===== config.mk =====
export PLATFORM = sky130hd
export DESIGN_NAME = ppu_sprite_tile_eval_flat
export DESIGN_NICKNAME = d
export VERILOG_FILES = /design/src/rtl/ppu_sprite_tile_eval_if.sv /design/src/rtl/ppu_sprite_tile_eval.sv /design/src/flat_wrapper.sv
export SDC_FILE = /design/constraint.sdc
export NUM_CORES = 1
export LEC_CHECK = 0
export CAP_MARGIN = 5
export CORE_AREA = 5 5 159 115
export CTS_CLUSTER_DIAMETER = 120
export DETAILED_ROUTE_END_ITERATION = 8
export DIE_AREA = 0 0 164 120
export PLACE_DENSITY = 0.87
export SLEW_MARGIN = 10
export SYNTH_ARGS = -nofsm -noshare
export SYNTH_HDL_FRONTEND = slang
export SYNTH_SLANG_ARGS = --single-unit

===== constraint.sdc =====
create_clock -name clk -period 16.6 [get_ports clk]
set_clock_uncertainty 0.1 [all_clocks]
set_input_delay 4.15 -clock clk [delete_from_list [all_inputs] [get_ports clk]]
set_output_delay 4.15 -clock clk [all_outputs]
set_load 0.05 [all_outputs]

===== src/rtl/ppu_sprite_tile_eval_if.sv =====
// Bus between the sprite tile evaluator and its controller/OAM side:
// scan request, OAM read port and the two-slot sprite result.
interface ppu_sprite_tile_eval_if;
  logic       start;
  logic [8:0] curr_row;
  logic [8:0] curr_col;
  logic [7:0] ppu_ctrl1;
  logic [7:0] ppu_ctrl2;
  logic [7:0] oam_addr;
  logic [7:0] oam_data_in;
  logic       sprite_0_on_tile;
  logic [7:0] sprite_0_tile_num;
  logic [7:0] sprite_0_row;
  logic [7:0] sprite_0_col;
  logic [7:0] sprite_0_attr;
  logic       sprite_1_on_tile;
  logic [7:0] sprite_1_tile_num;
  logic [7:0] sprite_1_row;
  logic [7:0] sprite_1_col;
  logic [7:0] sprite_1_attr;
  logic       sprite_overflow;
  logic       busy;
  logic       done;

  modport master (
    output start, curr_row, curr_col, ppu_ctrl1, ppu_ctrl2, oam_data_in,
    input  oam_addr,
    input  sprite_0_on_tile, sprite_0_tile_num, sprite_0_row, sprite_0_col, sprite_0_attr,
    input  sprite_1_on_tile, sprite_1_tile_num, sprite_1_row, sprite_1_col, sprite_1_attr,
    input  sprite_overflow, busy, done
  );

  modport slave (
    input  start, curr_row, curr_col, ppu_ctrl1, ppu_ctrl2, oam_data_in,
    output oam_addr,
    output sprite_0_on_tile, sprite_0_tile_num, sprite_0_row, sprite_0_col, sprite_0_attr,
    output sprite_1_on_tile, sprite_1_tile_num, sprite_1_row, sprite_1_col, sprite_1_attr,
    output sprite_overflow, busy, done
  );
endinterface


===== src/rtl/ppu_sprite_tile_eval.sv =====
// Scans OAM for the first two sprites covering an 8-pixel tile span and
// publishes them (plus an overflow flag) to the VRAM load FSM.
module ppu_sprite_tile_eval #(
  parameter int unsigned NUM_SPRITES = 64
) (
  input logic                  clk,
  input logic                  rst,
  ppu_sprite_tile_eval_if.slave bus
);

  localparam int unsigned IW = $clog2(NUM_SPRITES);

  typedef enum logic [2:0] {
    S_IDLE, S_ADDR_T, S_Y, S_T, S_A, S_X, S_DONE
  } state_t;

  state_t        state;
  logic [IW-1:0] idx;
  logic [8:0]    row_q;
  logic [8:0]    col_q;
  logic          tall_q;
  logic [7:0]    cur_y, cur_t, cur_a;

  logic          sh_on0, sh_on1, sh_ovf;
  logic [7:0]    sh_t0, sh_r0, sh_c0, sh_a0;
  logic [7:0]    sh_t1, sh_r1, sh_c1, sh_a1;

  logic [8:0]    row_diff;
  logic [9:0]    col_diff;
  logic          row_hit, col_hit, last;
  logic [IW-1:0] idx_nx;

  logic unused_ctrl_bits;
  assign unused_ctrl_bits = ^{bus.ppu_ctrl1[7:6], bus.ppu_ctrl1[4:0],
                              bus.ppu_ctrl2[7:5], bus.ppu_ctrl2[3:0]};

  always_comb begin
    row_diff = row_q - {1'b0, bus.oam_data_in};
    row_hit  = !row_q[8] && (row_q >= {1'b0, bus.oam_data_in}) &&
               (row_diff < (tall_q ? 9'd16 : 9'd8));
    col_diff = {2'b00, bus.oam_data_in} - {col_q[8], col_q};
    col_hit  = ($signed(col_diff) >= -10'sd7) && ($signed(col_diff) <= 10'sd7);
    last     = (idx == IW'(NUM_SPRITES - 1));
    idx_nx   = idx + 1'b1;
  end

  always_ff @(posedge clk or posedge rst) begin
    if (rst) begin
      state    <= S_IDLE;
      idx      <= '0;
      row_q    <= '0;
      col_q    <= '0;
      tall_q   <= 1'b0;
      cur_y    <= '0;
      cur_t    <= '0;
      cur_a    <= '0;
      {sh_on0, sh_t0, sh_r0, sh_c0, sh_a0} <= '0;
      {sh_on1, sh_t1, sh_r1, sh_c1, sh_a1} <= '0;
      sh_ovf   <= 1'b0;
      bus.oam_addr          <= '0;
      bus.sprite_0_on_tile  <= 1'b0;
      bus.sprite_0_tile_num <= '0;
      bus.sprite_0_row      <= '0;
      bus.sprite_0_col      <= '0;
      bus.sprite_0_attr     <= '0;
      bus.sprite_1_on_tile  <= 1'b0;
      bus.sprite_1_tile_num <= '0;
      bus.sprite_1_row      <= '0;
      bus.sprite_1_col      <= '0;
      bus.sprite_1_attr     <= '0;
      bus.sprite_overflow   <= 1'b0;
      bus.busy              <= 1'b0;
      bus.done              <= 1'b0;
    end else begin
      bus.done <= 1'b0;
      case (state)
        S_IDLE: begin
          if (bus.start) begin
            bus.busy <= 1'b1;
            row_q    <= bus.curr_row;
            col_q    <= bus.curr_col;
            tall_q   <= bus.ppu_ctrl1[5];
            {sh_on0, sh_t0, sh_r0, sh_c0, sh_a0} <= '0;
            {sh_on1, sh_t1, sh_r1, sh_c1, sh_a1} <= '0;
            sh_ovf   <= 1'b0;
            if (!bus.ppu_ctrl2[4]) begin
              state <= S_DONE;
            end else begin
              idx          <= '0;
              bus.oam_addr <= '0;
              state        <= S_ADDR_T;
            end
          end
        end
        S_ADDR_T: begin
          bus.oam_addr <= 8'({idx, 2'b01});
          state        <= S_Y;
        end
        S_Y: begin
          cur_y <= bus.oam_data_in;
          if (row_hit) begin
            bus.oam_addr <= 8'({idx, 2'b10});
            state        <= S_T;
          end else if (last) begin
            state <= S_DONE;
          end else begin
            idx          <= idx_nx;
            bus.oam_addr <= 8'({idx_nx, 2'b00});
            state        <= S_ADDR_T;
          end
        end
        S_T: begin
          cur_t        <= bus.oam_data_in;
          bus.oam_addr <= 8'({idx, 2'b11});
          state        <= S_A;
        end
        S_A: begin
          // Prefetch the next y here so S_X can jump straight to S_Y: a
          // row-hit then costs 4 clocks instead of 5.
          cur_a <= bus.oam_data_in;
          if (!last) bus.oam_addr <= 8'({idx_nx, 2'b00});
          state <= S_X;
        end
        S_X: begin
          if (col_hit && !sh_on0) begin
            {sh_on0, sh_t0, sh_r0, sh_c0, sh_a0} <= {1'b1, cur_t, cur_y, bus.oam_data_in, cur_a};
          end else if (col_hit && !sh_on1) begin
            {sh_on1, sh_t1, sh_r1, sh_c1, sh_a1} <= {1'b1, cur_t, cur_y, bus.oam_data_in, cur_a};
          end
          if (col_hit && sh_on0 && sh_on1) begin
            sh_ovf <= 1'b1;
            state  <= S_DONE;
          end else if (last) begin
            state <= S_DONE;
          end else begin
            idx          <= idx_nx;
            bus.oam_addr <= 8'({idx_nx, 2'b01});
            state        <= S_Y;
          end
        end
        S_DONE: begin
          bus.sprite_0_on_tile  <= sh_on0;
          bus.sprite_0_tile_num <= sh_t0;
          bus.sprite_0_row      <= sh_r0;
          bus.sprite_0_col      <= sh_c0;
          bus.sprite_0_attr     <= sh_a0;
          bus.sprite_1_on_tile  <= sh_on1;
          bus.sprite_1_tile_num <= sh_t1;
          bus.sprite_1_row      <= sh_r1;
          bus.sprite_1_col      <= sh_c1;
          bus.sprite_1_attr     <= sh_a1;
          bus.sprite_overflow   <= sh_ovf;
          bus.done              <= 1'b1;
          bus.busy              <= 1'b0;
          state                 <= S_IDLE;
        end
        default: state <= S_IDLE;
      endcase
    end
  end

endmodule


===== src/flat_wrapper.sv =====
// flat-port wrapper written by rule: the top's interface ports become plain ports
module ppu_sprite_tile_eval_flat 
#(
  parameter int unsigned NUM_SPRITES = 64
)
  (clk, rst, bus_start, bus_curr_row, bus_curr_col, bus_ppu_ctrl1, bus_ppu_ctrl2, bus_oam_data_in, bus_oam_addr, bus_sprite_0_on_tile, bus_sprite_0_tile_num, bus_sprite_0_row, bus_sprite_0_col, bus_sprite_0_attr, bus_sprite_1_on_tile, bus_sprite_1_tile_num, bus_sprite_1_row, bus_sprite_1_col, bus_sprite_1_attr, bus_sprite_overflow, bus_busy, bus_done);
  ppu_sprite_tile_eval_if bus_i ();
  input logic clk;
  input logic rst;
  input wire logic [$bits(bus_i.start)-1:0] bus_start;
  input wire logic [$bits(bus_i.curr_row)-1:0] bus_curr_row;
  input wire logic [$bits(bus_i.curr_col)-1:0] bus_curr_col;
  input wire logic [$bits(bus_i.ppu_ctrl1)-1:0] bus_ppu_ctrl1;
  input wire logic [$bits(bus_i.ppu_ctrl2)-1:0] bus_ppu_ctrl2;
  input wire logic [$bits(bus_i.oam_data_in)-1:0] bus_oam_data_in;
  output wire logic [$bits(bus_i.oam_addr)-1:0] bus_oam_addr;
  output wire logic [$bits(bus_i.sprite_0_on_tile)-1:0] bus_sprite_0_on_tile;
  output wire logic [$bits(bus_i.sprite_0_tile_num)-1:0] bus_sprite_0_tile_num;
  output wire logic [$bits(bus_i.sprite_0_row)-1:0] bus_sprite_0_row;
  output wire logic [$bits(bus_i.sprite_0_col)-1:0] bus_sprite_0_col;
  output wire logic [$bits(bus_i.sprite_0_attr)-1:0] bus_sprite_0_attr;
  output wire logic [$bits(bus_i.sprite_1_on_tile)-1:0] bus_sprite_1_on_tile;
  output wire logic [$bits(bus_i.sprite_1_tile_num)-1:0] bus_sprite_1_tile_num;
  output wire logic [$bits(bus_i.sprite_1_row)-1:0] bus_sprite_1_row;
  output wire logic [$bits(bus_i.sprite_1_col)-1:0] bus_sprite_1_col;
  output wire logic [$bits(bus_i.sprite_1_attr)-1:0] bus_sprite_1_attr;
  output wire logic [$bits(bus_i.sprite_overflow)-1:0] bus_sprite_overflow;
  output wire logic [$bits(bus_i.busy)-1:0] bus_busy;
  output wire logic [$bits(bus_i.done)-1:0] bus_done;
  assign bus_i.start = bus_start;
  assign bus_i.curr_row = bus_curr_row;
  assign bus_i.curr_col = bus_curr_col;
  assign bus_i.ppu_ctrl1 = bus_ppu_ctrl1;
  assign bus_i.ppu_ctrl2 = bus_ppu_ctrl2;
  assign bus_i.oam_data_in = bus_oam_data_in;
  assign bus_oam_addr = bus_i.oam_addr;
  assign bus_sprite_0_on_tile = bus_i.sprite_0_on_tile;
  assign bus_sprite_0_tile_num = bus_i.sprite_0_tile_num;
  assign bus_sprite_0_row = bus_i.sprite_0_row;
  assign bus_sprite_0_col = bus_i.sprite_0_col;
  assign bus_sprite_0_attr = bus_i.sprite_0_attr;
  assign bus_sprite_1_on_tile = bus_i.sprite_1_on_tile;
  assign bus_sprite_1_tile_num = bus_i.sprite_1_tile_num;
  assign bus_sprite_1_row = bus_i.sprite_1_row;
  assign bus_sprite_1_col = bus_i.sprite_1_col;
  assign bus_sprite_1_attr = bus_i.sprite_1_attr;
  assign bus_sprite_overflow = bus_i.sprite_overflow;
  assign bus_busy = bus_i.busy;
  assign bus_done = bus_i.done;
  ppu_sprite_tile_eval #(.NUM_SPRITES(NUM_SPRITES)) u_core (.clk(clk), .rst(rst), .bus(bus_i));
endmodule

==> results.txt, run 1 <==
status: complete, no violations
CTS Hold Bufs: 0
measured slew at the worst slew-check pin: 1.16 ns
asr flop ratio synth: 100%
full die area: 0.0197 mm²
Post-Synthesis Cell Area: 0.00892 mm²
met1 WL: 8870 µm
Seq/Total Area, Yosys: 55.0%
Max clock buf depth: 2
DRC viols: 0
gpl congestion: 0.899
Antenna Cells: 0
syn avg cell area: 10.6 µm²
PostCTS Resize Cnt: 0
H-tree depth: 4
setup repair after global routing missed its margin: false
die width: 164 µm
drt pass-1 iters: 6
# clock sinks: 196
Power Density: 140 mW/mm²
DP HPWL: 13,600 µm
commonest non-fill, non-tap cell in the layout: dfrtp_1
setup TNS: 0 ns
Yosys warning count: 0
Syn Inst Count: 841
fill cell count: 1,364
arrival time at the worst endpoint: 8.25 ns
wire length on met3: 1650 µm
Max Clk Rate: 123 MHz
worst vdd ir: 140 µV
worst endpoint required time: 16.74 ns
uppermost layer routed: met4
vias in the first global route: 6,566
Vias per Instance: 5.66
Synth-to-Final Area Change: 19.2%
Seq cells post-synth: 196
Top Ports: 122
Hold Fails Final Rpt: 0
Setup Buffers After CTS: 0
Root Driver: clkbuf_16
met2 WL: 9400 µm
antenna viol nets, final: 0
initial DRC count: 566
leading cell types in the layout, fill and taps excluded: 196 x dfrtp_1, 175 x nand2_1, 107 x clkdlybuf4s50_1, 100 x o21ai_0, 96 x mux2_2
CTS tree: built
final critical-path share of the clock period: 48.9%
vias post-DR: 6,591
final net count: 988
CP Capture Type: flip-flop
Reg clk slew, reported paths: 0.07 ns
Final min period: 8.11 ns
first-pass GRT wire length: 33,700 µm
Buffers on Ports: 107
design area: 0.0106 mm²
max-cap viol count: 0
Total Routing Usage GR: 21.8%
Core Footprint: 0.0167 mm²
pin count of the biggest net entering global routing: 119
global route total overflow: 0
Slew HR: 22.1%
Initial Utilization: 53.4%
WS Path Type: in2reg
Setup WS pre-CTS: 8.04 ns
Main synth FF type: dfrtp_1
antenna violations before repair: 0
placed cell area: 0.0101 mm²
Leak Pwr: 4.84 nW
average wire per standard cell: 17.6 µm
Skew-Pair Late Insertion Delay: 0.43 ns
hold crit path type: reg2reg
CTS buffer count: 17
Mapped Nets: 907
final WL: 20,500 µm
WHS: 0.385 ns
final worst slack: 8.49 ns
library cells used by synthesis: 60
Final Setup Violations: 0
post-layout power: 1.49 mW
startpoint types: input pin
final slew viol count: 0
share of cells above drive strength 1: 14.6%
EDFF count, synth: 0
DIE HEIGHT: 120 µm
CP Max Fanout: 64
Core Rows: 40
## worst max-delay path, cell delays in order
cell	delay, ns
clkdlybuf4s50_1	0.58
inv_1	0.19
ha_1	0.19
inv_1	0.05
fa_1	0.41
a21o_1	0.22
a22o_1	0.21
or4_1	0.48
a211o_1	0.34
o22ai_1	0.20
and3_2	0.93
o21ai_0	0.25
## kinds of logic after synthesis
family	Yosys count	share of synthesized area, %
AO/OA/AOI/OAI	183	12.4
XOR/XNOR	7	0.687
adder cells (fa/ha/maj)	21	3.03
buffers and inverters	78	3.91
flip-flops	196	55.0
multiplexers	103	12.9
AND/OR/NAND/NOR	253	12.0
## registers in the layout, indices dropped and copies added, names as in the netlist, 3 cells and up
name,flops
u_core.col_q,9
u_core.row_q,9
u_core.bus.oam_addr,8
u_core.bus.sprite_0_attr,8
u_core.bus.sprite_0_col,8
u_core.bus.sprite_0_row,8
u_core.bus.sprite_0_tile_num,8
u_core.bus.sprite_1_attr,8
u_core.bus.sprite_1_col,8
u_core.bus.sprite_1_row,8
u_core.bus.sprite_1_tile_num,8
u_core.cur_a,8
u_core.cur_t,8
u_core.cur_y,8
u_core.sh_a0,8
u_core.sh_a1,8
u_core.sh_c0,8
u_core.sh_c1,8
u_core.sh_r0,8
u_core.sh_r1,8
u_core.sh_t0,8
u_core.sh_t1,8
u_core.idx,6
u_core.state,3
## final timing paths
path	cells past startpoint	slack, ns	from	to
max	12	8.49	bus_oam_data_in[0]	u_core.sh_t0[5]$_DFFE_PP0P_
min	2	0.38	u_core.bus.busy$_DFFE_PP0P_	u_core.bus.busy$_DFFE_PP0P_
max reg2reg	10	12.65	u_core.col_q[0]$_DFFE_PP0P_	u_core.sh_t0[5]$_DFFE_PP0P_
min reg2reg	2	0.38	u_core.bus.busy$_DFFE_PP0P_	u_core.bus.busy$_DFFE_PP0P_
max in group asynchronous	3	10.69	rst	u_core.sh_r0[1]$_DFFE_PP0P_
min in group asynchronous	2	4.18	rst	u_core.bus.sprite_1_row[3]$_DFFE_PP0P_
## area by class of cell
class	count	area [µm²]	share of cell area, %
Timing Repair Buffer	111	1100	10.4
Clock buffer	19	443	4.16
Clock inverter	11	104	0.976
Sequential cell	196	4900	46.1
Multi-Input combinational cell	567	3680	34.6
Tap cell	231	289	2.72
Inverter	29	116	1.09
## metrics by stage
stage | instances | utilization (%)
3_3_place_gp | 1134 | 60.4
4_1_cts | 1164 | 63.6
3_5_place_dp | 1134 | 60.4
5_1_grt | 1164 | 63.6
6_report | 1164 | 63.6
2_1_floorplan | 841 | -
## synthesized netlist by cell type (all sizes together) (3+ instances only)
cell       n  area, µm²
nor2b      5       31.3
mux2      96       1080
inv       29        109
a211o      3       26.3
nor3       7       35.0
o31ai      5       37.5
o221ai     3       26.3
clkbuf    31        116
buf       18        124
nand3     11       55.1
xor2       4       35.0
nor2      27        101
nand2b     3       18.8
o21ai    104        524
dfrtp    196       4900
ha        20        250
xnor2      3       26.3
o211ai     4       30.0
a221oi     5       43.8
o2bb2ai    4       35.0
and3       7       43.8
a31oi      6       37.5
or3        3       18.8
a21oi     17       85.1
a21o       5       37.5
mux2i      7       70.1
nand2    177        664
and2       3       18.8
a22o       5       43.8
## power by group
group	internal (mW)	leakage [nW]	total, mW	switching [mW]
Sequential	0.551	2.64	0.621	0.0698
Combinational	0.192	1.93	0.478	0.286
Clock	0.210	0.266	0.387	0.177
Total	0.954	4.84	1.49	0.532
## routing by layer
| layer | GRT usage [%] | vias to the layer above |
|---|---|---|
| li1 | - | 3081 |
| met5 | 0 | - |
| met2 | 32.7 | 237 |
| met3 | 5.60 | 41 |
| met1 | 30.4 | 3232 |
| met4 | 8.91 | 0 |
(Power assumes the default switching activity.)
==> run 2, diff against run 1 <==
==> constraint.sdc (replaced) <==
create_clock -name clk -period 7.7 [get_ports clk]
set_clock_uncertainty 0.1 [all_clocks]
set_input_delay 1.925 -clock clk [delete_from_list [all_inputs] [get_ports clk]]
set_output_delay 1.925 -clock clk [all_outputs]
set_load 0.05 [all_outputs]
==> run 2 against run 1 <==
Against the previous run:
- sequential share of layout area decreased by 0.44 points
- register-to-register slack got worse by 8.9 ns
- power increased by 130%
- combinational power increased by 120%
- final area increased by 0.95%
- core utilization increased by 0.61 points
- non-clock buffer count increased by 1
- critical path type unchanged
- largest power group unchanged
- highest routed layer is now met5
==> results.txt, run 2 (synthesized netlist as in run 1, its figures left out) <==
Final Setup Violations: 0 (unchanged)
final slew viol count: 0 (unchanged)
switching part of the total: 35.4% (-0.44 points)
worst endpoint required time: 7.85 ns (-8.89 ns)
design area: 0.0107 mm² (+0.95%)
DIE HEIGHT: 120 µm (unchanged)
H-tree depth: 4 (unchanged)
sequential power share: 39.9% (-1.9 points)
Synth-to-Final Area Change: 20.4%
Max clock buf depth: 2 (unchanged)
WS Path Type: in2reg
Total Routing Usage GR: 22.6% (+0.80 points)
Vias per Instance: 5.76 (+1.7%)
full die area: 0.0197 mm² (unchanged)
CTS buffer count: 17 (unchanged)
Initial Utilization: 53.4% (unchanged)
CTS tree: built
R2R Setup Slk: 3.74 ns (-8.91 ns)
vias in the first global route: 6,864 (+4.5%)
die width: 164 µm (unchanged)
fill cell count: 1,288 (-5.6%)
startpoint types: input pin
CTS Hold Bufs: 0 (unchanged)
final net count: 989 (+0.10%)
gpl congestion: 0.888 (-1.2%)
vias post-DR: 6,721 (+2.0%)
CP Max Fanout: 64 (unchanged)
HP Start: u_core.bus.busy$_DFFE_PP0P_
first-pass GRT wire length: 35,100 µm (+4.3%)
Net Sw Power: 1.19 mW (+120%)
setup repair after global routing missed its margin: false
Skew-Pair Late Insertion Delay: 0.43 ns (about the same)
hold crit path type: reg2reg
# clock sinks: 196 (unchanged)
max-cap viol count: 0 (unchanged)
critical register-to-register path startpoint: u_core.col_q[0]$_DFFE_PP0P_
global route total overflow: 0 (unchanged)
placed cell area: 0.0101 mm² (about the same)
combinational share of power: 31.5% (-0.7 points)
Leak Pwr: 4.88 nW (+0.98%)
initial DRC count: 554 (-2.1%)
commonest non-fill, non-tap cell in the layout: dfrtp_1
multi-input logic area: 0.00368 mm² (unchanged)
register area: 0.00490 mm² (unchanged)
final WL: 21,100 µm (+2.9%)
clock share of power: 28.6% (+2.6 points)
DP HPWL: 13,700 µm (+0.98%)
capturing point of the worst reg2reg path: u_core.sh_t0[3]$_DFFE_PP0P_
antenna viol nets, final: 0 (unchanged)
Slew HR: 25.7% (+3.7 points)
Max Clk Rate: 168 MHz
CP Capture Type: flip-flop
Core Rows: 40 (unchanged)
final critical-path share of the clock period: 77.3%
average wire per standard cell: 18.0 µm (+2.6%)
Hold Fails Final Rpt: 0 (unchanged)
Buffers on Ports: 107 (unchanged)
Root Driver: clkbuf_16
DRC viols: 0 (unchanged)
share of cells above drive strength 1: 14.9% (+0.27 points)
Pint: 2.17 mW (+130%)
Final min period: 5.95 ns
measured slew at the worst slew-check pin: 1.11 ns (-0.0548 ns)
Antenna Cells: 0 (unchanged)
status: complete, no violations
Top Ports: 122 (unchanged)
antenna violations before repair: 1 (+1)
Worst Hold Endpoint: u_core.bus.busy$_DFFE_PP0P_
worst vdd ir: 201 µV (+44%)
WHS Path Cells: 2 (unchanged)
Power Density: 313 mW/mm² (+120%)
arrival time at the worst endpoint: 6.10 ns (-2.15 ns)
leading cell types in the layout, fill and taps excluded: 196 x dfrtp_1, 175 x nand2_1, 107 x clkdlybuf4s50_1, 100 x o21ai_0, 96 x mux2_2
PostCTS Resize Cnt: 0 (unchanged)
worst r2r path cells: 10 (unchanged)
setup TNS: 0 ns (unchanged)
Reg clk slew, reported paths: 0.07 ns (about the same)
pin count of the biggest net entering global routing: 136 (+14%)
Largest regs: u_core.col_q: 9 flops, u_core.row_q: 9 flops
Setup Buffers After CTS: 0 (unchanged)
drt pass-1 iters: 6 (unchanged)
Core Footprint: 0.0167 mm² (unchanged)
run 2: cell types whose count changed in the layout (fill, tap and decap cells not counted), sizes merged:
cell and change:
buf +1, bufinv +3, clkinv -2, inv +1
run 2: power groups by stage:
stage	logic [mW]	clock network, mW	registers, mW
2_1_floorplan	0.745	0	1.37
3_3_place_gp	0.991	0	1.35
3_5_place_dp	1.03	0	1.35
4_1_cts	1.05	0.970	1.34
5_1_grt	1.16	1.01	1.36
6_report	1.06	0.960	1.34
run 2: metal layers:
metal,vias up,part of all wire (%),routed length (µm),track usage [%]
met5,-,0.062,13,0
met2,238,48,10200,36.8
met1,3364,42,8940,30.4
li1,3085,-,-,-
met3,32,7.7,1620,5.97
met4,2,1.4,289,5.40
run 2: metrics by stage:
step / std cells / total power [mW] / utilization, % / setup WS, ns / hold WS [ns]
finish: 1167 / 3.36 / 64.2 / 1.75 / 0.383
global route: 1167 / 3.54 / 64.2 / 1.53 / 0.416
CTS: 1167 / 3.36 / 64.2 / 1.78 / 0.393
detailed placement: 1135 / 2.39 / 60.4 / 1.36 / 0.376
global placement: 1135 / 2.34 / 60.4 / 1.48 / 0.365
floorplan: 841 / 2.11 / - / 0.334 / 0.365
run 2: critical path, cell delays in order:
cell	delay (ns)
clkdlybuf4s50_1	0.60
inv_1	0.22
ha_1	0.19
inv_1	0.05
fa_1	0.42
a21o_1	0.23
a22o_1	0.21
or4_1	0.48
a211o_1	0.34
o22ai_1	0.21
and3_2	0.93
o21ai_0	0.25
run 2: how the worst max path moves through the flow:
stage                                        to          startpoint  cells past startpoint
finish              u_core.sh_t0[3]$_DFFE_PP0P_  bus_oam_data_in[0]                     12
global route        u_core.sh_t0[3]$_DFFE_PP0P_  bus_oam_data_in[0]                     12
CTS                 u_core.sh_r0[1]$_DFFE_PP0P_  bus_oam_data_in[0]                     12
detailed placement  u_core.sh_c0[3]$_DFFE_PP0P_  bus_oam_data_in[0]                     12
global placement    u_core.sh_a0[7]$_DFFE_PP0P_  bus_oam_data_in[0]                     12
floorplan           u_core.bus.busy$_DFFE_PP0P_                 rst                      1
run 2: cell type report:
type,instances,share of cell area (%)
sequential,196,45.7
timing repair buffer,112,10.3
clock inverter,13,1.84
tap,231,2.69
clock buffer,19,4.12
inverter,29,1.08
multi-input combinational,567,34.3
==> run 3, diff against run 2 <==
==> constraint.sdc (replaced) <==
create_clock -name clk -period 5.6 [get_ports clk]
set_clock_uncertainty 0.1 [all_clocks]
set_input_delay 1.4 -clock clk [delete_from_list [all_inputs] [get_ports clk]]
set_output_delay 1.4 -clock clk [all_outputs]
set_load 0.05 [all_outputs]
==> run 3 against run 2 <==
Against the previous run:
- power is 34% higher
- flip-flop and latch count unchanged
- clock-buffer cell count shrank 1
- worst hold slack got worse by 0.0026 ns
- via count down 0.82%
- sequential share of layout area shrank 0.11 points
- register-to-register slack worse by 1.8 ns
- critical endpoint is now u_core.bus.oam_addr[3]$_DFFE_PP0P_
- first-iteration DRC count down 6.3%
- cell count up 0.60%
- sequential power grew 38%
- die area is the same
- clock power is 25% higher
==> results.txt, run 3 (synthesized netlist as in run 1, its figures left out) <==
status: complete, no violations
Vias per Instance: 5.68 (-1.4%)
Buffers on Ports: 107 (unchanged)
CP cell instances: clkdlybuf4s50_1, inv_1, ha_1, nor2b_1, o31a_1, nor2_1, xnor2_1, ha_1, a2111o_1, a221oi_1, buf_4, nor2_1, a211oi_1, a221oi_1, o31ai_1
fin util: 64.4% (+0.15 points)
CTS buffer count: 17 (unchanged)
pin count of the biggest net entering global routing: 197 (+45%)
leading cell types in the layout, fill and taps excluded: 196 x dfrtp_1, 175 x nand2_1, 107 x clkdlybuf4s50_1, 100 x o21ai_0, 96 x mux2_2
WS Path Type: in2reg
gpl congestion: 0.878 (-1.1%)
Core Rows: 40 (unchanged)
die width: 164 µm (unchanged)
hold crit path type: reg2reg
vias post-DR: 6,666 (-0.82%)
commonest non-fill, non-tap cell in the layout: dfrtp_1
CP Capture Type: flip-flop
CTS Hold Bufs: 0 (unchanged)
setup repair after global routing missed its margin: false
post-layout power: 4.51 mW (+34%)
drt pass-1 iters: 5 (-1)
first-pass GRT wire length: 34,500 µm (-1.8%)
crit path to: u_core.bus.oam_addr[3]$_DFFE_PP0P_
crit path from: bus_oam_data_in[1]
full die area: 0.0197 mm² (unchanged)
final slew viol count: 0 (unchanged)
Slowest-stage cell, CP: clkdlybuf4s50_1
share of cells above drive strength 1: 15.6% (+0.74 points)
final net count: 996 (+0.71%)
Root Driver: clkbuf_16
max incr delay on CP: 0.78 ns (-0.15 ns)
Core Footprint: 0.0167 mm² (unchanged)
Skew-Pair Late Insertion Delay: 0.43 ns (about the same)
PostCTS Resize Cnt: 0 (unchanged)
Largest regs: u_core.col_q: 9 flops, u_core.row_q: 9 flops
worst endpoint required time: 5.82 ns (-2.03 ns)
DRC viols: 0 (unchanged)
critical register-to-register path startpoint: u_core.col_q[0]$_DFFE_PP0P_
max-cap viol count: 0 (unchanged)
Final min period: 5.02 ns
capturing point of the worst reg2reg path: u_core.sh_a1[7]$_DFFE_PP0P_
DP HPWL: 13,600 µm (-0.54%)
Max Clk Rate: 199 MHz
R2R Setup Slk: 1.93 ns (-1.81 ns)
Setup Buffers After CTS: 0 (unchanged)
final critical-path share of the clock period: 89.6%
Total Routing Usage GR: 22.2% (-0.37 points)
Top Ports: 122 (unchanged)
delay-heaviest family, CP: compound AO/OA/AOI/OAI gates
Power Density: 419 mW/mm² (+34%)
H-tree depth: 4 (unchanged)
antenna violations before repair: 1 (unchanged)
arrival time at the worst endpoint: 5.23 ns (-0.87 ns)
Hold Fails Final Rpt: 0 (unchanged)
CP Max Fanout: 13 (-80%)
setup TNS: 0 ns (unchanged)
Initial Utilization: 53.4% (unchanged)
worst vdd ir: 262 µV (+30%)
# clock sinks: 196 (unchanged)
DIE HEIGHT: 120 µm (unchanged)
startpoint types: input pin
Max clock buf depth: 2 (unchanged)
WHS Path Cells: 2 (unchanged)
Crit path depth: 15 (+3)
Synth-to-Final Area Change: 20.6%
Final Setup Violations: 0 (unchanged)
measured slew at the worst slew-check pin: 1.19 ns (+0.0836 ns)
CTS tree: built
average wire per standard cell: 17.8 µm (-1.2%)
Reg clk slew, reported paths: 0.07 ns (about the same)
worst r2r path cells: 11 (+1)
vias in the first global route: 6,685 (-2.6%)
Leak Pwr: 4.89 nW (+0.18%)
critical path buffer and inverter count: 3 (unchanged)
global route total overflow: 0 (unchanged)
antenna viol nets, final: 0 (unchanged)
Antenna Cells: 0 (unchanged)
initial DRC count: 519 (-6.3%)
final WL: 20,900 µm (-0.59%)
Slew HR: 20.1% (-5.6 points)
## run 3: cell count changes in the layout (fill, tap and decap cells not counted), moves of 2 or more
cell / delta
bufinv_16: -3
clkinvlp_4: +2
inv_6: +2
buf_4: +4
buf_12: +3
## run 3: cell type report
type	count	area, µm²
Tap cell	231	289
Multi-Input combinational cell	567	3680
Clock inverter	14	140
Fill cell	1319	5950
Clock buffer	18	439
Timing Repair Buffer	119	1200
Inverter	29	113
Sequential cell	196	4900
## run 3: where the power goes
| part | total, mW | internal, mW | switching, mW |
|---|---|---|---|
| clock network | 1.20 | 0.639 | 0.557 |
| logic | 1.47 | 0.589 | 0.876 |
| registers | 1.85 | 1.63 | 0.213 |
## run 3: how the worst min path moves through the flow
stage,startpoint,end,slack (ns)
2_1_floorplan,u_core.cur_a[0]$_DFFE_PP0P_,u_core.sh_a1[0]$_DFFE_PP0P_,0.37
3_3_place_gp,u_core.bus.busy$_DFFE_PP0P_,u_core.bus.busy$_DFFE_PP0P_,0.36
3_5_place_dp,u_core.bus.busy$_DFFE_PP0P_,u_core.bus.busy$_DFFE_PP0P_,0.37
4_1_cts,u_core.bus.busy$_DFFE_PP0P_,u_core.bus.busy$_DFFE_PP0P_,0.39
5_1_grt,u_core.col_q[1]$_DFFE_PP0P_,u_core.col_q[1]$_DFFE_PP0P_,0.42
6_report,u_core.bus.busy$_DFFE_PP0P_,u_core.bus.busy$_DFFE_PP0P_,0.38
## run 3: worst reg2reg max path, stage by stage, from the launching register on
cell and delay (ns):
dfrtp_1 0.41, ha_1 0.21, inv_1 0.06, fa_1 0.41, a21o_1 0.23, a22o_1 0.23
or4_1 0.48, a211o_1 0.33, o22a_1 0.27, nor4_4 0.30, buf_12 0.29, o21ai_0 0.21
## run 3: per-stage QoR
step	setup WS [ns]	hold WS (ns)	area [µm²]	instances
floorplan	1.15	0.365	8920	841
global placement	0.377	0.362	10200	1142
detailed placement	0.268	0.370	10200	1142
CTS	0.677	0.387	10800	1174
global route	0.487	0.420	10800	1174
finish	0.583	0.380	10800	1174
## run 3: metal layers
metal / global-route usage, % / vias to the layer above / part of all wire (%)
met3: 4.98 / 41 / 5.8
met4: 8.22 / 2 / 2.4
met2: 34.0 / 207 / 46
met5: 0 / - / 0.057
li1: - / 3096 / -
met1: 31.3 / 3320 / 46
